`src/rtl/counter_down_load_pkg.sv`:
```
// Shared types for the presettable down-counter/timer: FSM states and the count's zero value.
package counter_down_load_pkg;

  typedef enum logic [1:0] {
    IDLE    = 2'd0,
    RUN     = 2'd1,
    EXPIRED = 2'd2
  } state_t;

  localparam int unsigned CNT_ZERO = 0;

endpackage

```
`src/rtl/counter_down_load_core.sv`:
```
// WIDTH-bit count register with load, saturating decrement and zero detect.
module down_count_core
  import counter_down_load_pkg::*;
#(
  parameter int WIDTH = 4
) (
  input  logic             clk,
  input  logic             rst_n,
  input  logic             ld,
  input  logic [WIDTH-1:0] ld_val,
  input  logic             dec,
  output logic [WIDTH-1:0] q,
  output logic             zero
);

  assign zero = (q == WIDTH'(CNT_ZERO));

  // Decrement is gated by zero so the count can never wrap to all-ones.
  always_ff @(posedge clk or negedge rst_n) begin
    if (!rst_n) begin
      q <= WIDTH'(CNT_ZERO);
    end else if (ld) begin
      q <= ld_val;
    end else if (dec && !zero) begin
      q <= q - WIDTH'(1);
    end
  end

endmodule

```
`src/rtl/counter_down_load.sv`:
```
// Presettable, cascadable down-counter: counts en pulses down from a preset, raises
// combinational borrow Bc at terminal count, then stops (one-shot) or reloads.
module counter_down_load
  import counter_down_load_pkg::*;
#(
  parameter int WIDTH = 4
) (
  input  logic             clk,
  input  logic             rst_n,
  input  logic             en,
  input  logic             load,
  input  logic [WIDTH-1:0] D,
  input  logic             mode,
  output logic [WIDTH-1:0] Q,
  output logic             Bc,
  output logic             done,
  output logic             busy
);

  state_t           state, state_nx;
  logic [WIDTH-1:0] preset;
  logic             core_ld;
  logic [WIDTH-1:0] core_val;
  logic             core_dec;
  logic             zero;

  down_count_core #(.WIDTH(WIDTH)) u_core (
    .clk    (clk),
    .rst_n  (rst_n),
    .ld     (core_ld),
    .ld_val (core_val),
    .dec    (core_dec),
    .q      (Q),
    .zero   (zero)
  );

  assign Bc   = en && (state == RUN) && zero;
  assign busy = (state == RUN);

  always_ff @(posedge clk or negedge rst_n) begin
    if (!rst_n) begin
      state  <= IDLE;
      preset <= WIDTH'(CNT_ZERO);
      done   <= 1'b0;
    end else begin
      state <= state_nx;
      done  <= Bc;
      if (load) begin
        preset <= D;
      end
    end
  end

  // Load outranks counting in every state; terminal count either expires or reloads.
  always_comb begin
    state_nx = state;
    core_ld  = 1'b0;
    core_val = D;
    core_dec = 1'b0;
    case (state)
      IDLE: begin
        if (load) begin
          core_ld  = 1'b1;
          state_nx = RUN;
        end
      end
      RUN: begin
        if (load) begin
          core_ld = 1'b1;
        end else if (en) begin
          if (!zero) begin
            core_dec = 1'b1;
          end else if (mode) begin
            core_ld  = 1'b1;
            core_val = preset;
          end else begin
            state_nx = EXPIRED;
          end
        end
      end
      EXPIRED: begin
        if (load) begin
          core_ld  = 1'b1;
          state_nx = RUN;
        end else begin
          state_nx = IDLE;
        end
      end
      default: begin
        state_nx = IDLE;
      end
    endcase
  end

endmodule

```
`config.mk`:
```
export PLATFORM = sky130hd
export DESIGN_NAME = counter_down_load
export DESIGN_NICKNAME = d
export VERILOG_FILES = /design/src/rtl/counter_down_load_pkg.sv /design/src/rtl/counter_down_load_core.sv /design/src/rtl/counter_down_load.sv
export SDC_FILE = /design/constraint.sdc
export NUM_CORES = 1
export LEC_CHECK = 0
export BUFFER_PORTS_ARGS = -buffer_cell sky130_fd_sc_hd__buf_2
export CORE_MARGIN = 4
export CORE_UTILIZATION = 50
export DETAILED_ROUTE_END_ITERATION = 16
export GPL_TIMING_DRIVEN = 0
export PLACE_DENSITY_LB_ADDON = 0.08
export SLEW_MARGIN = 20
export SYNTH_ARGS = -nofsm -noshare
export SYNTH_HDL_FRONTEND = slang
export SYNTH_SLANG_ARGS = --single-unit
```
`constraint.sdc`:
```
create_clock -name clk -period 2.12 [get_ports clk]
set_input_delay 0.212 -clock clk [delete_from_list [all_inputs] [get_ports clk]]
set_output_delay 0.212 -clock clk [all_outputs]
set_load 0.1 [all_outputs]
```
==> results of run 1 <==
worst max-delay path, stage by stage (launching register included):
cell and delay [ns]:
dfrtp_4 0.50, inv_1 0.07, ha_1 0.22, nand4bb_1 0.23, nor2_4 0.14, buf_4 0.30
power breakdown:
group | switching [W] | internal (W) | leakage (nW)
Sequential | 0.0000360 | 0.000249 | 0.129
Combinational | 0.000283 | 0.0000998 | 0.227
Clock | 0.0000729 | 0.0000729 | 0.0150
Total | 0.000391 | 0.000422 | 0.371
registers in the layout, indices dropped and copies added, names as in the netlist:
register	cells
preset	4
state	2
done	1
u_core.q	4
logic make-up after synthesis:
| logic type | synth area share |
|---|---|
| mux | 0.09962 |
| compound gates | 0.1918 |
| simple gates | 0.2312 |
| fa+ha+maj | 0.01879 |
| buf+inv | 0.04511 |
| flops | 0.4135 |
area by class of cell:
type / count / area, um2
Tap cell: 14 / 17.52
Multi-Input combinational cell: 44 / 367.9
Clock buffer: 4 / 26.28
Buffer: 1 / 11.26
Fill cell: 96 / 370.4
Inverter: 5 / 22.52
Sequential cell: 11 / 282.8
Timing Repair Buffer: 16 / 87.58
through the flow:
step,TNS (ns),hold slack [ns],util,total power [W]
floorplan,-0.03785,-0.08359,-,0.0005982
global placement,0,0.09258,0.6551,0.0006601
detailed placement,0,0.09598,0.6551,0.0006677
CTS,0,0.1783,0.6857,0.0008160
global route,0,0.1810,0.6878,0.0008629
finish,0,0.1856,0.6878,0.0008130
per-layer routing:
layer  routed length, um  up-vias  global-route usage
met5                   0        -                   0
met4                  38        0             0.09036
met3                  83        4             0.04472
met2                 691       18              0.2636
met1                 644      272              0.2233
li1                    -      272                   -
cells in the mapped netlist, drive strengths merged (2+ instances only):
cell type  count
a21oi          5
a22o           3
nand2          2
o41ai          2
mux2           5
and4bb         2
nor2           3
inv            5
nand3          3
nand4          2
dfrtp         11
nor3b          2
repair_timing:
item,4_1_cts,5_1_grt
setup buffers,0,0
endpoints found under the hold margin,11,0
hold buffers,1,0
gates resized for setup,0,2
setup endpoints to repair,0,1
how the worst min path moves through the flow:
stage          cells past startpoint               endpoint  slack, ns  start
2_1_floorplan                      0         done$_DFF_PN0_      -0.08  rst_n
3_3_place_gp                       1  preset[1]$_DFFE_PN0P_       0.09  rst_n
3_5_place_dp                       1  preset[0]$_DFFE_PN0P_        0.1  rst_n
4_1_cts                            2  preset[2]$_DFFE_PN0P_       0.18   D[2]
5_1_grt                            2  preset[3]$_DFFE_PN0P_       0.18   D[3]
6_report                           2  preset[2]$_DFFE_PN0P_       0.19   D[2]
==> impl_metrics.ini, run 1 <==
[worst_setup_path]
cp-startpoint = u_core.q[0]$_DFFE_PN0P_
crit_end = Bc
critical_path_class = register to output port
end_kind = output port
cp.arrival_ns = 1.72
regToRegSetupSlack_ns = 0.19
r2r-start = u_core.q[0]$_DFFE_PN0P_
cp_max_fo = 5
cp.required_ns = 1.91
rr_worst_depth = 6
r2r-end = u_core.q[3]$_DFFE_PN0P_
worstSetupStartpointType = register

[drt]
post-route-drc-count = 0
routedWlPerCell_um = 15.36
firstDrtPassIters = 4
antenna_left = 0
wl_um = 1459
vias = 566
drt_iter0_markers = 17
viasPerCell = 5.958

[clock_network]
cts.path.max_buffers = 2
clk_pin_slew_worst_paths_ns = 0.07
numCtsBuffers = 3
cts_sinks = 11
clock-root-buffer = clkbuf_4
htreeDepth = 1
worstSkewPairLatency_ns = 0.27
cts_tree = yes

[synth]
ys.flop_type = dfrtp_1
ys_ff_latch = 11
synth_area_leaders = dfrtp_1 (41%), mux2_2 (6.8%), a22o_2 (4.5%)
async_reset_ff_frac = 1.000
synth_nets = 71
synth_edf_count = 0
syn_avg_cell_area_um2 = 10.91
synth_top_area_cell = dfrtp_1
synth.yosys.seq_area_share = 0.4135
synth_area_um2 = 665.6
synth_top_area_frac = 0.4135
synthDistinctLibCells = 32
yosysWarningCount = 0
syn_inst = 61

[pwr]
peakVddDrop_mv = 0.6442
power_density_nw_per_um2 = 996.6
power_leakage_nw = 0.3707

[grt]
grt_pass1_vias = 538
antenna_found_initial = 0
grt_pass1_wl_um = 2490
overflow = 0
track_usage = 0.1735
grt_max_degree = 12

[final_layout]
diodes = 0
finalNonFillerCells = 95
syn_to_final_growth_pct = 22.56
nNetsFinal = 92
mostFrequentLayoutCells = buf_2 (14), dfrtp_1 (9), inv_1 (4), a21oi_1 (4), mux2_2 (4)
layout-drive-gt1-share = 0.4444
final_cell_area_um2 = 815.8
final_common_cell = buf_2

[timing]
setup_viol = 0
fin_ws_ns = 0.1918
final.period_utilization = 0.9095
min_period_ns = 1.928
clock.fmax_mhz = 518.6
hold_viol_final = 0
slew_headroom = 0.6782
final_max_slew_viol_count = 0
fin_skew_ns = 0.006670
rsz0062_at_grt = no
worst_pin_slew_ns = 0.4861

[outcome]
status = completed

[place]
place_ws_ns = 0.2121
portBuffers = 15
dp_hpwl_um = 1083
dpl_cell_area_um2 = 777.0
dp_cells = 90
gp_congestion = 0.7863

[floorplan]
core_um2 = 1186
rows = 12
die-area_um2 = 1979
die_h_um = 44.49
initial_core_util = 0.5612
ios = 16
die_w_um = 44.49

[min_path]
min-delay-path-class = primary input to register

[flow_run]
cap_violations = 0
Power figures use the tool's default switching activity.
==> inputs of run 2 (changes only) <==
- clock period: 2.12 -> 2.2 ns (I/O delays scaled with it)
==> run 2 against run 1 <==
Compared with the run above:
- non-clock buffer count is the same
- worst setup slack better by 0.013 ns
- wire length is 3.5% lower
- hold slack got worse by 0.0022 ns
- critical path type unchanged
- critical endpoint unchanged
==> impl_metrics.ini, run 2 (synthesized netlist as in run 1, its figures left out) <==
[outcome]
status = completed

[floorplan]
core_um2 = 1186
ios = 16
die_h_um = 44.49
initial_core_util = 0.5612
die-area_um2 = 1979
rows = 12
die_w_um = 44.49

[place]
gp_congestion = 0.7836
dpl_cell_area_um2 = 768.2
dp_hpwl_um = 1107
portBuffers = 15

[clock_network]
cts_tree = yes
clk_pin_slew_worst_paths_ns = 0.08
clock-root-buffer = clkbuf_4
cts-resized-gates = 0
worstSkewPairLatency_ns = 0.28
numCtsBuffers = 3
cts.path.max_buffers = 2
post_cts_buffers = 0
cts_sinks = 11
htreeDepth = 1

[grt]
track_usage = 0.1726
grt_max_degree = 12
antenna_found_initial = 0
grt.met3_usage = 0.03659
grt_pass1_wl_um = 2463
top_usage_layer = met2
grt_use_met2 = 0.2751
globalRouteMet1Util = 0.2159
overflow = 0
grt_pass1_vias = 558

[min_path]
min-delay-path-class = primary input to register
min_path_cells = 2
hp-start = D[2]
min_to = preset[2]$_DFFE_PN0P_

[drt]
post-route-drc-count = 0
wl_um = 1408
antenna_left = 0
vias = 571
viasPerCell = 6.011
routedWlPerCell_um = 14.82
firstDrtPassIters = 4
drt_iter0_markers = 3

[worst_setup_path]
rr_worst_depth = 6
cp_max_fo = 5
end_kind = output port
r2r-start = u_core.q[0]$_DFFE_PN0P_
cp.required_ns = 1.98
cp.arrival_ns = 1.77
worstSetupStartpointType = register
critical_path_class = register to output port
r2r-end = u_core.q[3]$_DFFE_PN0P_
regToRegSetupSlack_ns = 0.32

[final_layout]
nNetsFinal = 92
syn_to_final_growth_pct = 21.05
final-seq-area_um2 = 277.8
layout-drive-gt1-share = 0.4444
fin_util = 0.6793
final_cell_area_um2 = 805.8
mostFrequentLayoutCells = buf_2 (15), dfrtp_1 (9), inv_1 (5)
final_common_cell = buf_2
num-fill-cells = 103
top_regs = preset x4, u_core.q x4, state x2
multi_input_area_um2 = 367.9
diodes = 0

[timing]
final.period_utilization = 0.9067
hold_viol_final = 0
min_period_ns = 1.995
slew_headroom = 0.6778
final_max_slew_viol_count = 0
tns_ns = 0
worst_pin_slew_ns = 0.4866
clock.fmax_mhz = 501.3
setup_viol = 0
whs_ns = 0.1833
rsz0062_at_grt = no
fin_skew_ns = 0.008026

[flow_run]
cap_violations = 0

[pwr]
power_leakage_nw = 0.3739
peakVddDrop_mv = 0.5688
power_density_nw_per_um2 = 965.5
==> run 2: power by group <==
group	internal [W]	total, W	switching [W]
logic	0.0000947	0.000365	0.000270
registers	0.000235	0.000268	0.0000333
clock network	0.0000675	0.000145	0.0000774
==> run 2: worst max-delay path, cell delays in order (launching register included) <==
cell	delay (ns)
dfrtp_2	0.43
inv_1	0.06
ha_1	0.22
nand4bb_1	0.22
nor2_4	0.13
buf_2	0.43
==> run 2: worst max-delay path by stage <==
| stage | startpoint | end | slack [ns] |
|---|---|---|---|
| after CTS | u_core.q[0]$_DFFE_PN0P_ | Bc | 0.21 |
| after floorplan | u_core.q[0]$_DFFE_PN0P_ | u_core.q[3]$_DFFE_PN0P_ | 0.001 |
| after detailed placement | u_core.q[0]$_DFFE_PN0P_ | u_core.q[3]$_DFFE_PN0P_ | 0.33 |
| after global placement | u_core.q[0]$_DFFE_PN0P_ | u_core.q[3]$_DFFE_PN0P_ | 0.35 |
| final | u_core.q[0]$_DFFE_PN0P_ | Bc | 0.21 |
| after global routing | u_core.q[0]$_DFFE_PN0P_ | Bc | 0.09 |
==> run 2: area by class of cell <==
class / instances / share of cell area
multi-input combinational: 44 / 0.4565
inverter: 5 / 0.02329
clock buffer: 3 / 0.02795
tap: 14 / 0.02174
timing repair buffer: 16 / 0.1056
buffer: 1 / 0.01398
sequential: 11 / 0.3447
clock inverter: 1 / 0.006211
==> run 2: stage by stage <==
step	std cells	total power (W)	worst slack (ns)
floorplan	61	0.0005689	0.001027
global placement	90	0.0006299	0.3464
detailed placement	90	0.0006361	0.3307
CTS	95	0.0007837	0.2071
global route	95	0.0008195	0.08608
finish	95	0.0007780	0.2053
==> run 2: layer usage <==
layer  vias to the layer above  wire, um
met1                       273       637
met4                         0        29
met5                         -         0
met3                         5        65
met2                        14       675
li1                        279         -
==> run 2: what timing repair did <==
item | in CTS | in global routing
endpoints found under the setup margin | 0 | 0
hold buffers | 1 | 0
endpoints found under the hold margin | 11 | 0
==> inputs of run 3 (changes only) <==
- ABC_AREA: default -> 1
==> run 3 against run 2 <==
Compared with the run above:
- clock-buffer cell count up 1
- combinational power grew 81%
- non-clock buffer count is 1 lower
- critical endpoint unchanged
- total power up 43%
- hold slack got worse by 0.028 ns
- wire length up 0.50%
- critical path depth is the same
- sequential cell count did not move
- synthesized cell count is 44% higher
- clock power is essentially flat
- largest power group unchanged
- global-route usage fell by 2.1 points
==> impl_metrics.ini, run 3 <==
[outcome]
status = completed

[synth]
synth_top_area_cell = dfrtp_1
ys.flop_type = dfrtp_1
synth.yosys.seq_area_share = 0.4120
synth.most_common_cell = nand2_1
synth_area_leaders = dfrtp_1 (41%), nand2_1 (11%), nand3_1 (7.5%)
synth_edf_count = 0
syn_avg_cell_area_um2 = 7.593
synthMuxAreaShare = 0
synth_xor_area_frac = 0.01311
synth_top_area_frac = 0.4120
async_reset_ff_frac = 1.000
synthSimpleGateAreaFrac = 0.3839
synth_nets = 98
syn_inst = 88
synth_area_um2 = 668.1
synth_commonest_cells = nand2_1 (20), inv_1 (12), dfrtp_1 (11), nand3_1 (10), o21ai_0 (8)
ys_ff_latch = 11
yosysWarningCount = 0
synth_adder_area_share = 0.01873
synthDistinctLibCells = 18
synth_top_family_by_area = simple AND/OR/NAND/NOR gates
synth_compound_area_frac = 0.08240

[final_layout]
top_regs = preset x4, u_core.q x4, state x2
final_common_cell = nand2_1
fin_util = 0.6741
final-seq-area_um2 = 275.3
nNetsFinal = 118
mostFrequentLayoutCells = nand2_1 (20), buf_2 (14), inv_1 (12)
syn_to_final_growth_pct = 19.66
multi_input_area_um2 = 340.3
num-fill-cells = 106
diodes = 0
layout-drive-gt1-share = 0.2897

[floorplan]
initial_core_util = 0.5633
ios = 16
die_h_um = 44.56
rows = 12
die-area_um2 = 1985
die_w_um = 44.56
core_um2 = 1186

[clock_network]
cts.path.max_buffers = 2
worstSkewPairLatency_ns = 0.28
clk_pin_slew_worst_paths_ns = 0.08
clock-root-buffer = clkbuf_4
cts_tree = yes
post_cts_buffers = 0
cts_sinks = 11
numCtsBuffers = 3
htreeDepth = 1

[grt]
antenna_found_initial = 0
grt_max_degree = 12
overflow = 0
grt_pass1_vias = 529
grt_pass1_wl_um = 2221
track_usage = 0.1520

[timing]
setup_viol = 0
clock.fmax_mhz = 522.1
hold_viol_final = 0
rsz0062_at_grt = no
final_max_slew_viol_count = 0
min_period_ns = 1.915
worst_pin_slew_ns = 0.4857
tns_ns = 0
fin_skew_ns = 0.01009
slew_headroom = 0.6784
final.period_utilization = 0.8705

[drt]
vias = 609
viasPerCell = 5.033
post-route-drc-count = 0
wl_um = 1415
antenna_left = 0
routedWlPerCell_um = 11.69
firstDrtPassIters = 4
drt_iter0_markers = 16

[pwr]
power_leakage_nw = 0.4285
power_density_nw_per_um2 = 1388
peakVddDrop_mv = 0.7590

[worst_setup_path]
worstSetupStartpointType = register
crit_buf_inv = 2
cp.required_ns = 1.98
crit_chain = inv_1, ha_1, nand2_2, nor2_4, buf_2
critPathSlowestCell = buf_2
critical_path_class = register to output port
cp_top_family = buffers and inverters
cp.arrival_ns = 1.70
cp_max_fo = 4
critical_path.max_stage_delay_ns = 0.43
end_kind = output port

[min_path]
min-delay-path-class = primary input to register

[place]
dp_hpwl_um = 1096
portBuffers = 14
gp_congestion = 0.7947

[flow_run]
cap_violations = 0
## run 3: repair_timing
action,4_1_cts,5_1_grt
hold buffers,1,0
endpoints found under the hold margin,11,0
gates resized for setup,0,0
## run 3: logic make-up after synthesis
| family | count (synthesis) |
|---|---|
| compound gates | 11 |
| simple gates | 49 |
| buf+inv | 15 |
| xor+xnor | 1 |
| flops | 11 |
| fa+ha+maj | 1 |
## run 3: power by group
part | internal (W) | switching [W] | total [W] | leakage (nW)
clock | 0.0000703 | 0.0000727 | 0.000143 | 0.0150
sequential | 0.000254 | 0.0000527 | 0.000306 | 0.133
combinational | 0.000129 | 0.000532 | 0.000661 | 0.281
total | 0.000453 | 0.000657 | 0.00111 | 0.428
## run 3: path summary, 6_finish.rpt
check,startpoint,endpoint,slack (ns),cells after the start
max reg2reg,u_core.q[0]$_DFFE_PN0P_,u_core.q[1]$_DFFE_PN0P_,0.66,9
min,D[1],preset[1]$_DFFE_PN0P_,0.16,3
min in group asynchronous,rst_n,done$_DFF_PN0_,0.35,2
min reg2reg,preset[1]$_DFFE_PN0P_,preset[1]$_DFFE_PN0P_,0.49,2
max in group asynchronous,rst_n,preset[3]$_DFFE_PN0P_,1.63,2
max,u_core.q[0]$_DFFE_PN0P_,Bc,0.28,5
## run 3: area by class of cell
cell class,count,share of cell area
buffer,1,0.009390
inverter,14,0.06573
timing repair buffer,15,0.1002
tap,14,0.02191
sequential,11,0.3443
multi-input combinational,62,0.4257
clock buffer,4,0.03286
## run 3: tightest hold or removal path, stage by stage
cell and delay [ns]:
buf_2 0.09, nand2_1 0.05, nand2_1 0.05
## run 3: metal layers
metal / up-vias / track usage / part of all wire
met5: - / 0 / 0
li1: 315 / - / -
met2: 18 / 0.2550 / 0.49
met4: 0 / 0.05422 / 0.018
met3: 2 / 0.02439 / 0.054
met1: 274 / 0.1945 / 0.43
## run 3: metrics by stage
step	setup WS, ns	cell area [um2]	cells	hold WS [ns]	total power (W)
after global routing	0.1945	799.5	121	0.1791	0.001165
after global placement	0.6273	763.2	116	0.1060	0.0009516
after detailed placement	0.5838	763.2	116	0.1065	0.0009703
after floorplan	0.1494	675.6	88	-0.07559	0.0008573
after CTS	0.2826	799.5	121	0.1628	0.001114
final	0.2848	799.5	121	0.1558	0.001110
